==> src/rtl/norm_seq_ctrl.sv <==
// Sequencer for the norm datapath: loads a vector into norm, issues paced divides
// and returns indexed results. Optional perf counters under NORM_SEQ_CTRL_PERF_EN.
module norm_seq_ctrl #(
    parameter int BW      = 4,
    parameter int TOTAL   = 8,
    parameter int IW      = 3,
    parameter int DIV_LAT = 1,
    parameter int DIV_GAP = 7
) (
    input  logic            clk,
    input  logic            reset,
    input  logic            start,
    output logic            busy,
    output logic            done,
    input  logic [BW-1:0]   in_data,
    input  logic            in_valid,
    output logic            in_ready,
    output logic [BW-1:0]   norm_in,
    output logic            norm_wr,
    output logic            norm_div,
    input  logic [2*BW-1:0] norm_out,
    output logic [2*BW-1:0] out_data,
    output logic [IW-1:0]   out_idx,
    output logic            out_valid,
    input  logic            out_ready
`ifdef NORM_SEQ_CTRL_PERF_EN
    ,
    output logic [15:0]     perf_cycles,
    output logic [15:0]     perf_stall
`endif
);

    localparam logic [2:0] S_IDLE   = 3'd0;
    localparam logic [2:0] S_LOAD   = 3'd1;
    localparam logic [2:0] S_SETTLE = 3'd2;
    localparam logic [2:0] S_DIV    = 3'd3;
    localparam logic [2:0] S_WAIT   = 3'd4;
    localparam logic [2:0] S_DONE   = 3'd5;

    localparam int GW = (DIV_GAP > 1) ? $clog2(DIV_GAP + 1) : 1;
    localparam int LW = (DIV_LAT > 1) ? $clog2(DIV_LAT + 1) : 1;

    localparam logic [IW:0] TOTAL_C = (IW+1)'(TOTAL);
    localparam logic [IW:0] LAST_C  = (IW+1)'(TOTAL - 1);

    logic [2:0]    state;
    logic [2:0]    state_nxt;
    logic [IW:0]   wcnt;
    logic [IW:0]   rcnt;
    logic [GW-1:0] gap_cnt;
    logic [LW-1:0] lat_cnt;
    logic          lat_pend;

    logic in_hs;
    logic out_hs;
    logic gap_done;
    logic release_ok;
    logic last_result;

    assign busy     = (state != S_IDLE);
    assign done     = (state == S_DONE);
    assign norm_div = (state == S_DIV);
    // in_ready drops once all writes are accepted so the final norm_wr cycle
    // stays in LOAD and SETTLE itself is a clean wr=0/div=0 cycle.
    assign in_ready = (state == S_LOAD) && (wcnt != TOTAL_C);

    assign in_hs  = in_valid && in_ready;
    assign out_hs = out_valid && out_ready;

    // gap_cnt is loaded during DIV; the DIV cycle itself counts toward the gap.
    assign gap_done    = (gap_cnt <= GW'(1));
    assign release_ok  = gap_done && !lat_pend && (!out_valid || out_ready);
    assign last_result = out_hs ? (rcnt == LAST_C) : (rcnt == TOTAL_C);

    always_comb begin
        state_nxt = state;
        case (state)
            S_IDLE:   if (start) state_nxt = S_LOAD;
            S_LOAD:   if (wcnt == TOTAL_C) state_nxt = S_SETTLE;
            S_SETTLE: state_nxt = S_DIV;
            S_DIV:    state_nxt = S_WAIT;
            S_WAIT:   if (release_ok) state_nxt = last_result ? S_DONE : S_DIV;
            S_DONE:   state_nxt = S_IDLE;
            default:  state_nxt = S_IDLE;
        endcase
    end

    always_ff @(posedge clk) begin
        if (reset) begin
            state     <= S_IDLE;
            wcnt      <= '0;
            rcnt      <= '0;
            gap_cnt   <= '0;
            lat_cnt   <= '0;
            lat_pend  <= 1'b0;
            norm_in   <= '0;
            norm_wr   <= 1'b0;
            out_data  <= '0;
            out_idx   <= '0;
            out_valid <= 1'b0;
        end else begin
            state   <= state_nxt;
            norm_wr <= in_hs;

            if (state == S_IDLE && start) begin
                wcnt <= '0;
                rcnt <= '0;
            end

            if (in_hs) begin
                norm_in <= in_data;
                wcnt    <= wcnt + 1'b1;
            end

            if (state == S_DIV) begin
                gap_cnt  <= GW'(DIV_GAP - 1);
                lat_cnt  <= LW'(DIV_LAT - 1);
                lat_pend <= 1'b1;
            end

            if (state == S_WAIT) begin
                if (gap_cnt != '0) gap_cnt <= gap_cnt - 1'b1;
                if (lat_pend) begin
                    if (lat_cnt == '0) begin
                        lat_pend <= 1'b0;
                    end else begin
                        lat_cnt <= lat_cnt - 1'b1;
                    end
                end
            end

            if (out_hs) begin
                out_valid <= 1'b0;
                rcnt      <= rcnt + 1'b1;
            end

            // Capture is placed last; it cannot coincide with a handshake since
            // div is only issued once the previous result has left.
            if (state == S_WAIT && lat_pend && lat_cnt == '0) begin
                out_data  <= norm_out;
                out_idx   <= rcnt[IW-1:0];
                out_valid <= 1'b1;
            end
        end
    end

`ifdef NORM_SEQ_CTRL_PERF_EN
    always_ff @(posedge clk) begin
        if (reset) begin
            perf_cycles <= '0;
            perf_stall  <= '0;
        end else if (state == S_IDLE && start) begin
            perf_cycles <= '0;
            perf_stall  <= '0;
        end else begin
            if (busy && perf_cycles != '1) perf_cycles <= perf_cycles + 1'b1;
            if (out_valid && !out_ready && perf_stall != '1) perf_stall <= perf_stall + 1'b1;
        end
    end
`endif

endmodule

==> config.mk <==
export PLATFORM = sky130hd
export DESIGN_NAME = norm_seq_ctrl
export DESIGN_NICKNAME = d
export VERILOG_FILES = /design/src/rtl/norm_seq_ctrl.sv
export SDC_FILE = /design/constraint.sdc
export NUM_CORES = 1
export LEC_CHECK = 0
export BUFFER_PORTS_ARGS = -buffer_cell sky130_fd_sc_hd__clkbuf_2
export CORE_MARGIN = 10
export CORE_UTILIZATION = 40
export CTS_CLUSTER_SIZE = 30
export DETAILED_ROUTE_END_ITERATION = 10
export PLACE_DENSITY = 0.74
export SYNTH_ARGS = -nofsm -noshare
export SYNTH_HDL_FRONTEND = slang
export SYNTH_SLANG_ARGS = --single-unit
==> constraint.sdc <==
create_clock -name clk -period 3.15 [get_ports clk]
set_input_delay 0.63 -clock clk [delete_from_list [all_inputs] [get_ports clk]]
set_output_delay 0.63 -clock clk [all_outputs]
set_load 0.05 [all_outputs]
==> impl_metrics.ini <==
[hold_path]
holdCritStartpoint = norm_in[1]
hold_depth = 2
hold_path_class = register to register
min_to = norm_in[1]

[pwr]
p_leak_nw = 0.7785
peakVddDrop_v = 0.0002632
power.density_mw_per_mm2 = 589.2

[detailed_routing]
wl_per_cell_microns = 14.65
dr.pass1.iters = 4
drc = 0
wirelength_microns = 3898
vias_per_cell = 5.647
first_iter_violations = 138
final_antenna_net_count = 0
vias = 1502

[critical_path]
endpoint_kind = output port
critPathSlowestCell = dfxtp_1
required_ns = 2.52
path_class = register to output port
cp.arrival_ns = 1.85
path_cells = nor3b_2, nand2_1, inv_1, clkbuf_2
r2r_cells = 3
max_stage_delay_ns = 0.54
cp_max_fo = 13
startpoint_type = register
crit_buf_inv = 2
reg2reg_setup_slack_ns = 1.17
cp_top_family = simple AND/OR/NAND/NOR gates
reg2reg_to = wcnt[3]
r2r-start = state[0]

[yosys]
yosys_warnings = 0
synth_area_leaders = dfxtp_1, a21oi_1, ha_1, nand3_1, o21ai_0
ys_seq_area_frac = 0.4040
synthAdderAreaFrac = 0.05356
synth_compound_area_frac = 0.2341
synth_cells = 187
syn_area_per_cell_sq_um = 8.745
synth-main-ff-cell = dfxtp_1
ys_ff_latch = 33
synthDistinctLibCells = 50
synth_top_area_frac = 0.4040
synth-simple-area-share = 0.2272
synth_nets = 211
syn_area_sq_mm = 0.001635
yosys.area.top_type = dfxtp_1
synth-edff-count = 0
synthMuxAreaShare = 0.01607
synth_top_family_by_area = compound AO/OA/AOI/OAI gates
synth_xor_area_frac = 0.005356
async_reset_ff_frac = 0

[status]
status = finished, final reports clean

[floorplan]
die_w_microns = 83.94
die_h_microns = 83.94
core.rowCount = 23
dieArea_sq_mm = 0.007046
pin_count = 38
core_sq_mm = 0.003971
start_util = 0.4118

[place]
placed_cell_area_sq_mm = 0.001827
port_buffers = 37
place_hpwl_microns = 2777
place_congestion = 0.8280

[sta]
fmax_mhz = 402.9
tns_ns = 0
rsz0062_at_grt = no
worst_slew_pin_slew_ns = 0.7248
fin_crit_sh = 0.7879
setup_viol = 0
slew-limit-headroom = 0.5100
hold_ws_ns = 0.4757
min_period_ns = 2.482
skew_ns = 0.004161
drv_slew = 0
hold_violations = 0

[cts]
clk_pin_slew_ns = 0.06
cts_max_level = 2
ctsLongestPathBuffers = 2
cts_hold_repair.buffers = 0
cts_buffers = 5
cts-root-buf = clkbuf_8
clk_latency_ns = 0.28
cts_setup_buffers = 0
clock_sinks = 33
cts_resized = 0
cts_tree = yes

[cells_and_area]
fin_nets = 241
diodes = 0
final_area_sq_mm = 0.001901
post-route-util = 0.4786
drive_gt1_frac = 0.2407
fill_cells = 400
multi_input_area_sq_um = 877.1
syn2layout_area_growth_pct = 16.22
seqCellArea_sq_um = 660.6

[grt]
grt.total_usage = 0.1101
grt_pass1_wl_microns = 6575
antenna_found_initial = 0
grt_max_degree = 33
grt_overflow = 0
grt_pass1_vias = 1404

[run]
maxCapViolations = 0
==> stage by stage <==
step | total power, mW | worst slack, ns | cells
floorplan | 0.7685 | 1.116 | 187
CTS | 1.130 | 0.6558 | 266
global placement | 0.8355 | 1.038 | 260
global route | 1.189 | 0.4650 | 266
detailed placement | 0.8402 | 0.9577 | 260
finish | 1.120 | 0.6681 | 266
==> placed cells by master, fill, tap and decap left out, types with 2 or more instances in the layout <==
| cell | instances |
|---|---|
| o311ai_0 | 2 |
| nor2_1 | 2 |
| or3b_2 | 2 |
| dfxtp_1 | 33 |
| nand2_1 | 7 |
| clkbuf_2 | 37 |
| and3b_1 | 3 |
| o21ai_0 | 14 |
| nor3_1 | 3 |
| nor3b_2 | 2 |
| inv_1 | 10 |
| nand3_1 | 15 |
| nand2b_1 | 3 |
| a21oi_1 | 23 |
| clkbuf_8 | 5 |
| ha_1 | 7 |
| nand4_1 | 7 |
| nand4b_1 | 2 |
| or3_1 | 2 |
| a211oi_1 | 3 |
| o31ai_1 | 4 |
| a311oi_1 | 2 |
==> synth_stat cells, types with 3 or more instances <==
master	count
buf_2	3
and3b_1	3
nand2b_1	3
nand4_1	7
nand2_1	7
inv_1	10
nand3_1	15
o31ai_1	4
nor3_1	3
a21oi_1	23
o21ai_0	14
clkbuf_1	9
a211oi_1	3
dfxtp_1	33
ha_1	7
==> cell families after synthesis <==
logic type / Yosys count
AOI/OAI and AO/OA: 61
and+or+nand+nor: 58
DFF: 33
buffers and inverters: 25
adders and majority gates: 7
muxes: 2
xor gates and xnor gates: 1
==> state kept, by name, summed over array words and instances (netlist names), 3 cells and up <==
| name | count |
|---|---|
| out_data | 8 |
| state | 3 |
| out_idx | 3 |
| rcnt | 4 |
| norm_in | 4 |
| wcnt | 4 |
| gap_cnt | 3 |
==> area by class of cell <==
class                   instances  area share
flip-flops and latches         33      0.3476
repair buffers                 37     0.09743
clock inverters                 1    0.002633
inverters                      11     0.02172
clock buffers                   5     0.03621
well taps                      50     0.03292
multi-input cells             129      0.4615
==> worst register-to-register path: cells and delay by family (launching register included) <==
family           cells  cell delay (ns)
DFF                  1             0.54
and+or+nand+nor      2             1.04
muxes                1             0.30
==> routing by layer <==
metal	up-vias	track usage	share of wire
met1	715	0.1259	0.45
li1	756	-	-
met2	26	0.1861	0.50
met5	-	0	0
met4	0	0.03653	0.011
met3	5	0.03711	0.038
==> worst max path at each step <==
stage	start	end	cells after the start
floorplan	out_valid	state[1]	6
global placement	state[0]	in_ready	4
detailed placement	state[0]	in_ready	4
CTS	state[0]	in_ready	4
global route	state[0]	in_ready	4
finish	state[0]	in_ready	4
==> power by group <==
part | internal [mW] | total, mW | leakage, nW | switching, mW
clock network | 0.145 | 0.288 | 0.0399 | 0.143
registers | 0.449 | 0.497 | 0.267 | 0.0481
logic | 0.104 | 0.334 | 0.472 | 0.230
total | 0.698 | 1.12 | 0.778 | 0.422
Note: power is estimated with default switching activity, not from simulation.
